==> config.mk <==
export PLATFORM = sky130hd
export DESIGN_NAME = mdu_iter
export DESIGN_NICKNAME = d
export VERILOG_FILES = /design/src/rtl/mdu_iter.sv
export SDC_FILE = /design/constraint.sdc
export NUM_CORES = 2
export LEC_CHECK = 0
export BUFFER_PORTS_ARGS = -buffer_cell sky130_fd_sc_hd__buf_2
export CAP_MARGIN = 20
export CORE_MARGIN = 8
export CORE_UTILIZATION = 50
export DETAILED_ROUTE_END_ITERATION = 10
export PLACE_DENSITY = 0.78
export SYNTH_ARGS = -nofsm -noshare
export SYNTH_HDL_FRONTEND = slang
export SYNTH_SLANG_ARGS = --single-unit
==> constraint.sdc <==
create_clock -name clk -period 8.9 [get_ports clk]
set_input_delay 0.89 -clock clk [delete_from_list [all_inputs] [get_ports clk]]
set_output_delay 0.89 -clock clk [all_outputs]
set_load 0.03 [all_outputs]
==> src/rtl/mdu_iter.sv <==
// Iterative RV32M/RV64M multiply-divide unit with valid/ready handshakes.
// Fixed-latency multiply, restoring divide, RISC-V corner-case results.
module mdu_iter #(
    parameter int XLEN     = 32,
    parameter int MUL_LAT  = 2,
    parameter int DIV_STEP = 1
) (
    input  logic            clk,
    input  logic            rst,
    input  logic            flush,
    input  logic            in_valid,
    output logic            in_ready,
    input  logic [7:0]      mode,
    input  logic [XLEN-1:0] num1,
    input  logic [XLEN-1:0] num2,
    output logic            out_valid,
    input  logic            out_ready,
    output logic [XLEN-1:0] ans,
    output logic [1:0]      error,
    output logic            busy
);

    localparam int N_DIV = XLEN / DIV_STEP;
    localparam int CNT_W = $clog2(N_DIV + MUL_LAT + 1) + 1;
    localparam logic [XLEN-1:0] ONES = {XLEN{1'b1}};
    localparam logic [XLEN-1:0] ZERO = {XLEN{1'b0}};
    localparam logic [XLEN-1:0] MIN  = {1'b1, {(XLEN-1){1'b0}}};

    typedef enum logic [2:0] {
        IDLE = 3'd0,
        MUL  = 3'd1,
        DIV  = 3'd2,
        FIX  = 3'd3,
        DONE = 3'd4
    } state_t;

    state_t            state_r, state_n_s;
    logic [CNT_W-1:0]  cnt_r;
    logic [1:0]        op_r;
    logic [XLEN-1:0]   opa_r, opb_r, rem_r;
    logic              neg_q_r, neg_r_r;
    logic [XLEN-1:0]   ans_r;
    logic [1:0]        error_r;
    logic              out_valid_r, busy_r, idle_r;

    logic              accept_s, load_s;
    logic [XLEN-1:0]   result_s;
    logic [1:0]        err_s;
    logic              legal_s, ovf_s, div_sgn_s;
    logic [2*XLEN-1:0] wide_a_s, wide_b_s, prod_s;
    logic [XLEN-1:0]   mul_res_s, fix_res_s, quo_q_s, rem_q_s;
    logic [XLEN-1:0]   quo_nx_s, rem_nx_s;
    logic [XLEN:0]     trial_s;

    function automatic logic [XLEN-1:0] neg_if(input logic neg, input logic [XLEN-1:0] v);
        neg_if = neg ? (ZERO - v) : v;
    endfunction

    assign in_ready  = idle_r & ~rst;
    assign out_valid = out_valid_r;
    assign ans       = ans_r;
    assign error     = error_r;
    assign busy      = busy_r;

    assign accept_s  = in_valid & in_ready & ~flush;
    assign legal_s   = (mode[7:3] == 5'b01000);
    assign div_sgn_s = ~mode[0];
    assign ovf_s     = div_sgn_s & (num1 == MIN) & (num2 == ONES);

    // Full-width product from operands sign-extended according to the MUL variant
    always_comb begin
        wide_a_s  = {{XLEN{(op_r != 2'b11) & opa_r[XLEN-1]}}, opa_r};
        wide_b_s  = {{XLEN{~op_r[1] & opb_r[XLEN-1]}}, opb_r};
        prod_s    = wide_a_s * wide_b_s;
        mul_res_s = (op_r == 2'b00) ? prod_s[XLEN-1:0] : prod_s[2*XLEN-1:XLEN];
    end

    // DIV_STEP restoring divide steps on the magnitudes held in opa_r/rem_r
    always_comb begin
        quo_nx_s = opa_r;
        rem_nx_s = rem_r;
        trial_s  = {(XLEN+1){1'b0}};
        for (int i = 0; i < DIV_STEP; i++) begin
            trial_s  = {rem_nx_s, quo_nx_s[XLEN-1]};
            quo_nx_s = {quo_nx_s[XLEN-2:0], 1'b0};
            if (trial_s >= {1'b0, opb_r}) begin
                trial_s     = trial_s - {1'b0, opb_r};
                quo_nx_s[0] = 1'b1;
            end else begin
                quo_nx_s[0] = 1'b0;
            end
            rem_nx_s = trial_s[XLEN-1:0];
        end
    end

    // Sign correction of quotient/remainder for truncating signed division
    always_comb begin
        quo_q_s   = neg_if(neg_q_r, opa_r);
        rem_q_s   = neg_if(neg_r_r, rem_r);
        fix_res_s = op_r[1] ? rem_q_s : quo_q_s;
    end

    // Next-state logic and the result to capture on entry to DONE
    always_comb begin
        state_n_s = state_r;
        load_s    = 1'b0;
        result_s  = ZERO;
        err_s     = 2'b00;
        if (flush) begin
            state_n_s = IDLE;
        end else begin
            case (state_r)
                IDLE: begin
                    if (accept_s) begin
                        if (!legal_s) begin
                            state_n_s = DONE;
                            load_s    = 1'b1;
                            err_s     = 2'b11;
                        end else if (!mode[2]) begin
                            state_n_s = MUL;
                        end else if (num2 == ZERO) begin
                            state_n_s = DONE;
                            load_s    = 1'b1;
                            result_s  = mode[1] ? num1 : ONES;
                            err_s     = 2'b01;
                        end else if (ovf_s) begin
                            state_n_s = DONE;
                            load_s    = 1'b1;
                            result_s  = mode[1] ? ZERO : num1;
                        end else begin
                            state_n_s = DIV;
                        end
                    end else begin
                        state_n_s = IDLE;
                    end
                end
                MUL: begin
                    if (cnt_r == CNT_W'(MUL_LAT - 1)) begin
                        state_n_s = DONE;
                        load_s    = 1'b1;
                        result_s  = mul_res_s;
                    end else begin
                        state_n_s = MUL;
                    end
                end
                DIV: begin
                    if (cnt_r == CNT_W'(N_DIV - 1)) begin
                        state_n_s = FIX;
                    end else begin
                        state_n_s = DIV;
                    end
                end
                FIX: begin
                    state_n_s = DONE;
                    load_s    = 1'b1;
                    result_s  = fix_res_s;
                end
                DONE: begin
                    if (out_ready) begin
                        state_n_s = IDLE;
                    end else begin
                        state_n_s = DONE;
                    end
                end
                default: begin
                    state_n_s = IDLE;
                end
            endcase
        end
    end

    // State register and registered handshake/result outputs
    always_ff @(posedge clk) begin
        if (rst) begin
            state_r     <= IDLE;
            out_valid_r <= 1'b0;
            busy_r      <= 1'b0;
            idle_r      <= 1'b1;
            ans_r       <= ZERO;
            error_r     <= 2'b00;
        end else begin
            state_r     <= state_n_s;
            out_valid_r <= (state_n_s == DONE);
            busy_r      <= (state_n_s != IDLE);
            idle_r      <= (state_n_s == IDLE);
            if (load_s) begin
                ans_r   <= result_s;
                error_r <= err_s;
            end else if (state_n_s != DONE) begin
                ans_r   <= ZERO;
                error_r <= 2'b00;
            end
        end
    end

    // Operand capture, cycle counter and divider iteration registers
    always_ff @(posedge clk) begin
        if (rst) begin
            cnt_r   <= {CNT_W{1'b0}};
            op_r    <= 2'b00;
            opa_r   <= ZERO;
            opb_r   <= ZERO;
            rem_r   <= ZERO;
            neg_q_r <= 1'b0;
            neg_r_r <= 1'b0;
        end else if (accept_s) begin
            cnt_r   <= {CNT_W{1'b0}};
            op_r    <= mode[1:0];
            opa_r   <= neg_if(mode[2] & div_sgn_s & num1[XLEN-1], num1);
            opb_r   <= neg_if(mode[2] & div_sgn_s & num2[XLEN-1], num2);
            rem_r   <= ZERO;
            neg_q_r <= div_sgn_s & (num1[XLEN-1] ^ num2[XLEN-1]);
            neg_r_r <= div_sgn_s & num1[XLEN-1];
        end else if (state_r == MUL) begin
            cnt_r <= cnt_r + CNT_W'(1);
        end else if (state_r == DIV) begin
            cnt_r <= cnt_r + CNT_W'(1);
            opa_r <= quo_nx_s;
            rem_r <= rem_nx_s;
        end
    end

endmodule

==> results.md <==
Synth:
- The number of synthesized register bits is around 150.
- The share of synthesized area in the top cell type comes to 0.458.
- Ranked by instance count, the synthesized netlist is headed by 1178 x inv_1, 1126 x fa_1, 936 x nand2_1.
- Among all cell types in the netlist, the one instantiated most often is inv_1.
- The average footprint of a synthesized cell is around 8.6 sq um.
- By area the synthesized netlist is led by fa_1 46%, inv_1 9.0%, nand2_1 7.1%, ha_1 6.4%, dfxtp_1 6.0%.
- Counting flops with an async set or reset pin after synthesis yields a share of 0.
- Yosys mapped a number of flops with a built-in enable equal to 0.
- The number of instances in the synthesized netlist is ~5800.
- The biggest area contributor in the post-synthesis netlist is fa_1.
- The post-synthesis net count is around 7000.
- After synthesis the cells add up to 49300 sq um.
- The distinct cell type count of the synthesized netlist is 90.
- The count of yosys warnings during synthesis is 0.
- The sequential element share of the synthesized area is 0.0597.
- The most used flip-flop cell after synthesis is dfxtp_1.

Setup path:
- STA classifies the critical path startpoint as a flop.
- The worst register-to-register path has a depth of 27.
- The classification of the worst setup path is flop to flop.
- The highest fanout seen on the critical path is 14.
- The worst setup path is captured at a flop.
- The data required time of the worst path is roughly 9300 ps.
- The arrival time at the worst endpoint is between 8000 and 9000 ps.

GRT:
- The combined global-route utilization of all metal layers is 0.308.
- The via count of the first global-routing pass is 43000.
- The final global-route overflow total is 0.
- The pin count of the biggest net entering global routing is 83.
- The first global-routing pass estimated ~260000 um of wire.
- The number of antenna violations at the first check in global routing is 10.

Floorplan:
- The y dimension of the die is ~330 um.
- The core area is around 100000 sq um.
- For this configuration, the core starts out at a cell density of 0.503.
- The die boundary width is 330 um.
- The die covers around 110000 sq um.
- Pin placement for this block handled ~110 I/O pins.
- The row count is about 120.

Hold path:
- The tightest min-delay check is of the flop to flop type.
- The cell depth of the worst hold path is 2.

Clock tree:
- TritonCTS created 17 clock buffers.
- The longest clock path from root to sink contains 2 buffers.
- The register clock-pin slew on the reported worst setup and hold paths is approximately 70 ps.
- CTS placed an instance of clkbuf_16 at the clock tree root.
- After clock tree synthesis, the flow added hold-fix buffers numbering 0.
- Once the clock tree was built, the setup fixing pass inserted 0 buffers.
- TritonCTS built the clock tree.
- The post-cts gate resize count is 0.
- For this design, the sink count on the clock tree is 147.
- Clock latency on the worst-skew pair, taken at its later pin, is around 490 ps.
- The number of levels the H-tree was split into is 4.

Final layout:
- Of the cells placed in the final design, the portion with a size suffix greater than 1 is 0.0666.
- Fill cells in the final layout number 8739.
- In the final layout, flip-flops and latches occupy between 2000 and 3000 sq um.
- In the final design database the tool counted ~7200 nets.
- The layout-stage area growth over the synthesis result is 6.02%.
- The multi-input combinational cells in the finished layout cover a total of between 40000 and 50000 sq um.

STA:
- Between clock sinks in the finished design, the worst skew comes to about 20 ps.
- The maximum operating frequency is 117 MHz.
- Setup violations remaining at the end of the flow were counted as 0.
- At the pin with the least slew margin, the transition time is approximately 1300 ps.
- The final setup slack of the worst path is 330 ps.
- The hold violation count in the final report was 0.
- The max-slew violation total from the final report is 0.
- Of the available clock period, the critical path in the final layout requires 0.963.
- The post-layout minimum cycle time is 8570 ps.
- The setup total negative slack is 0 ps.
- The relative slew slack is 0.121.
- Setup repair after global routing left no endpoint under its margin.

Drt:
- The total via count after detailed routing is between 40000 and 50000.
- The final layout contains routed wiring with a total length of roughly 160000 um.
- The number of design-rule violations left by the first detailed-router iteration is around 4000.
- After detailed routing, the average wire length per cell comes to approximately 23 um.
- The average via count per standard cell is around 5.9.
- The pre-antenna-repair detailed-routing pass consisted of 6 iterations.
- Once detail routing completed, the nets flagged for antenna violations numbered 0.
- For this run, design rule violations remaining after detail routing come to 0.

Power:
- Of the total power, the share spent switching nets is 0.492.
- In this run the power spent charging and discharging nets is between 1.5 and 2 mW.
- The sum of internal, switching and leakage power is approximately 3.8 mW.
- Of the total power, the clock network draws 0.223.
- The combinational share of power is 0.577.
- The internal portion of the total power is just under 2 mW.
- The static leakage is 25.0 nW.
- The largest voltage drop on the vdd net is 0.166 mV.
- Of the total power, registers draw 0.199.
- The total power density per cell area is roughly 73 nW/um^2.

Outcome:
- The run finished with clean final reports.

Place:
- The weighted congestion at the end of routability-driven global placement is 1.02.
- Timing analysis after detailed placement gives a worst setup slack of 297 ps.
- Summed over all nets, the half-perimeter wirelength after detailed placement is roughly 140000 um.
- The count of port buffers added during placement is 113.

Flow run:
- Across the run, the number of max-cap violations was 0.
power by group through the flow:
stage | sequential (mW) | clock [mW] | combinational [mW]
floorplan | 0.701 | 0 | 1.42
detailed placement | 0.773 | 0 | 2.14
CTS | 0.759 | 0.847 | 2.16
global placement | 0.772 | 0 | 2.10
finish | 0.760 | 0.852 | 2.20
global route | 0.760 | 0.871 | 2.39
cells by family (layout without fill, tap and decap cells):
logic type,Yosys count,after routing,share of synthesized area
AND/OR/NAND/NOR,1768,1768,0.166
AO/OA/AOI/OAI,709,709,0.0955
flip-flops,147,147,0.0597
buffers and inverters,1525,1498,0.117
XOR/XNOR,208,208,0.0370
multiplexers,16,16,0.00328
other,0,3,0
adder cells (fa/ha/maj),1378,1378,0.522
cell type report:
class,count,area share
diodes,3,0.000144
clock buffers,21,0.00882
clock inverters,10,0.00328
inverters,1179,0.0847
multi-input cells,4079,0.778
flip-flops and latches,147,0.0567
well taps,1287,0.0308
repair buffers,288,0.0379
sequential cells by signal, indices dropped and copies added, names as in the netlist:
register   count
error          2
out_valid      1
cnt_r          7
opa_r         32
ans           32
state_r        3
opb_r         32
rem_r         32
neg_q_r        1
op_r           2
busy           1
neg_r_r        1
idle_r         1
per-stage QoR:
stage	instance area, sq um	instances	utilization	hold slack, ps
floorplan	49300	5751	-	472
global placement	51500	6977	0.525	439
detailed placement	51500	6977	0.525	444
CTS	52100	7008	0.532	457
global route	52200	7012	0.533	487
finish	52200	7014	0.533	457
metal layers:
layer,share of wire,vias to the layer above,track usage
met1,0.37,20700,0.399
met2,0.44,2452,0.468
met4,0.066,14,0.170
met5,0.00054,-,0
li1,-,17400,-
met3,0.12,562,0.0842
worst paths after layout:
path              slack [ps]  endpoint  startpoint
hold / removal           460    ans[6]      ans[6]
setup / recovery         330   ans[23]    opa_r[2]
setup reg to reg         330   ans[23]    opa_r[2]
hold reg to reg          460    ans[6]      ans[6]
critical path, stage by stage, from the launching register on:
cell and delay (ps):
dfxtp_1 1130, buf_4 310, nand2_1 90, fa_1 450
fa_1 520, inv_1 50, ha_1 170, inv_1 90
fa_1 440, fa_1 580, inv_1 60, fa_1 480
fa_1 510, inv_1 60, fa_1 490, inv_1 50
ha_1 430, nand2_1 110, o22ai_1 180, nor3_1 60
a31oi_1 330, a211oi_1 200, o41ai_1 540, a221oi_1 220
buf_4 200, or4b_1 490, o211ai_1 110, nand2_1 70
placed cells by master, fill, tap and decap left out, drive strengths merged, types with 11 or more instances in the layout:
cell type	Yosys	final
inv	1178	1181
fa	1126	1126
nand2	936	936
and2	297	297
buf	58	288
ha	252	252
nor2	234	234
o21ai	187	187
a21oi	154	154
dfxtp	147	147
xnor2	121	121
xor2	87	87
nor3	51	51
a21o	50	50
a211oi	44	44
or3	39	39
nand3	37	37
o31ai	33	33
a311oi	32	32
o211ai	31	31
or4	29	29
a31oi	27	27
nand4	26	26
nand2b	23	23
o21a	22	22
clkbuf	288	21
nor2b	20	20
o41ai	20	20
or2	19	19
nor4	18	18
o21bai	16	16
and3	15	15
mux2i	15	15
a22oi	11	11
Power figures use the tool's default switching activity.
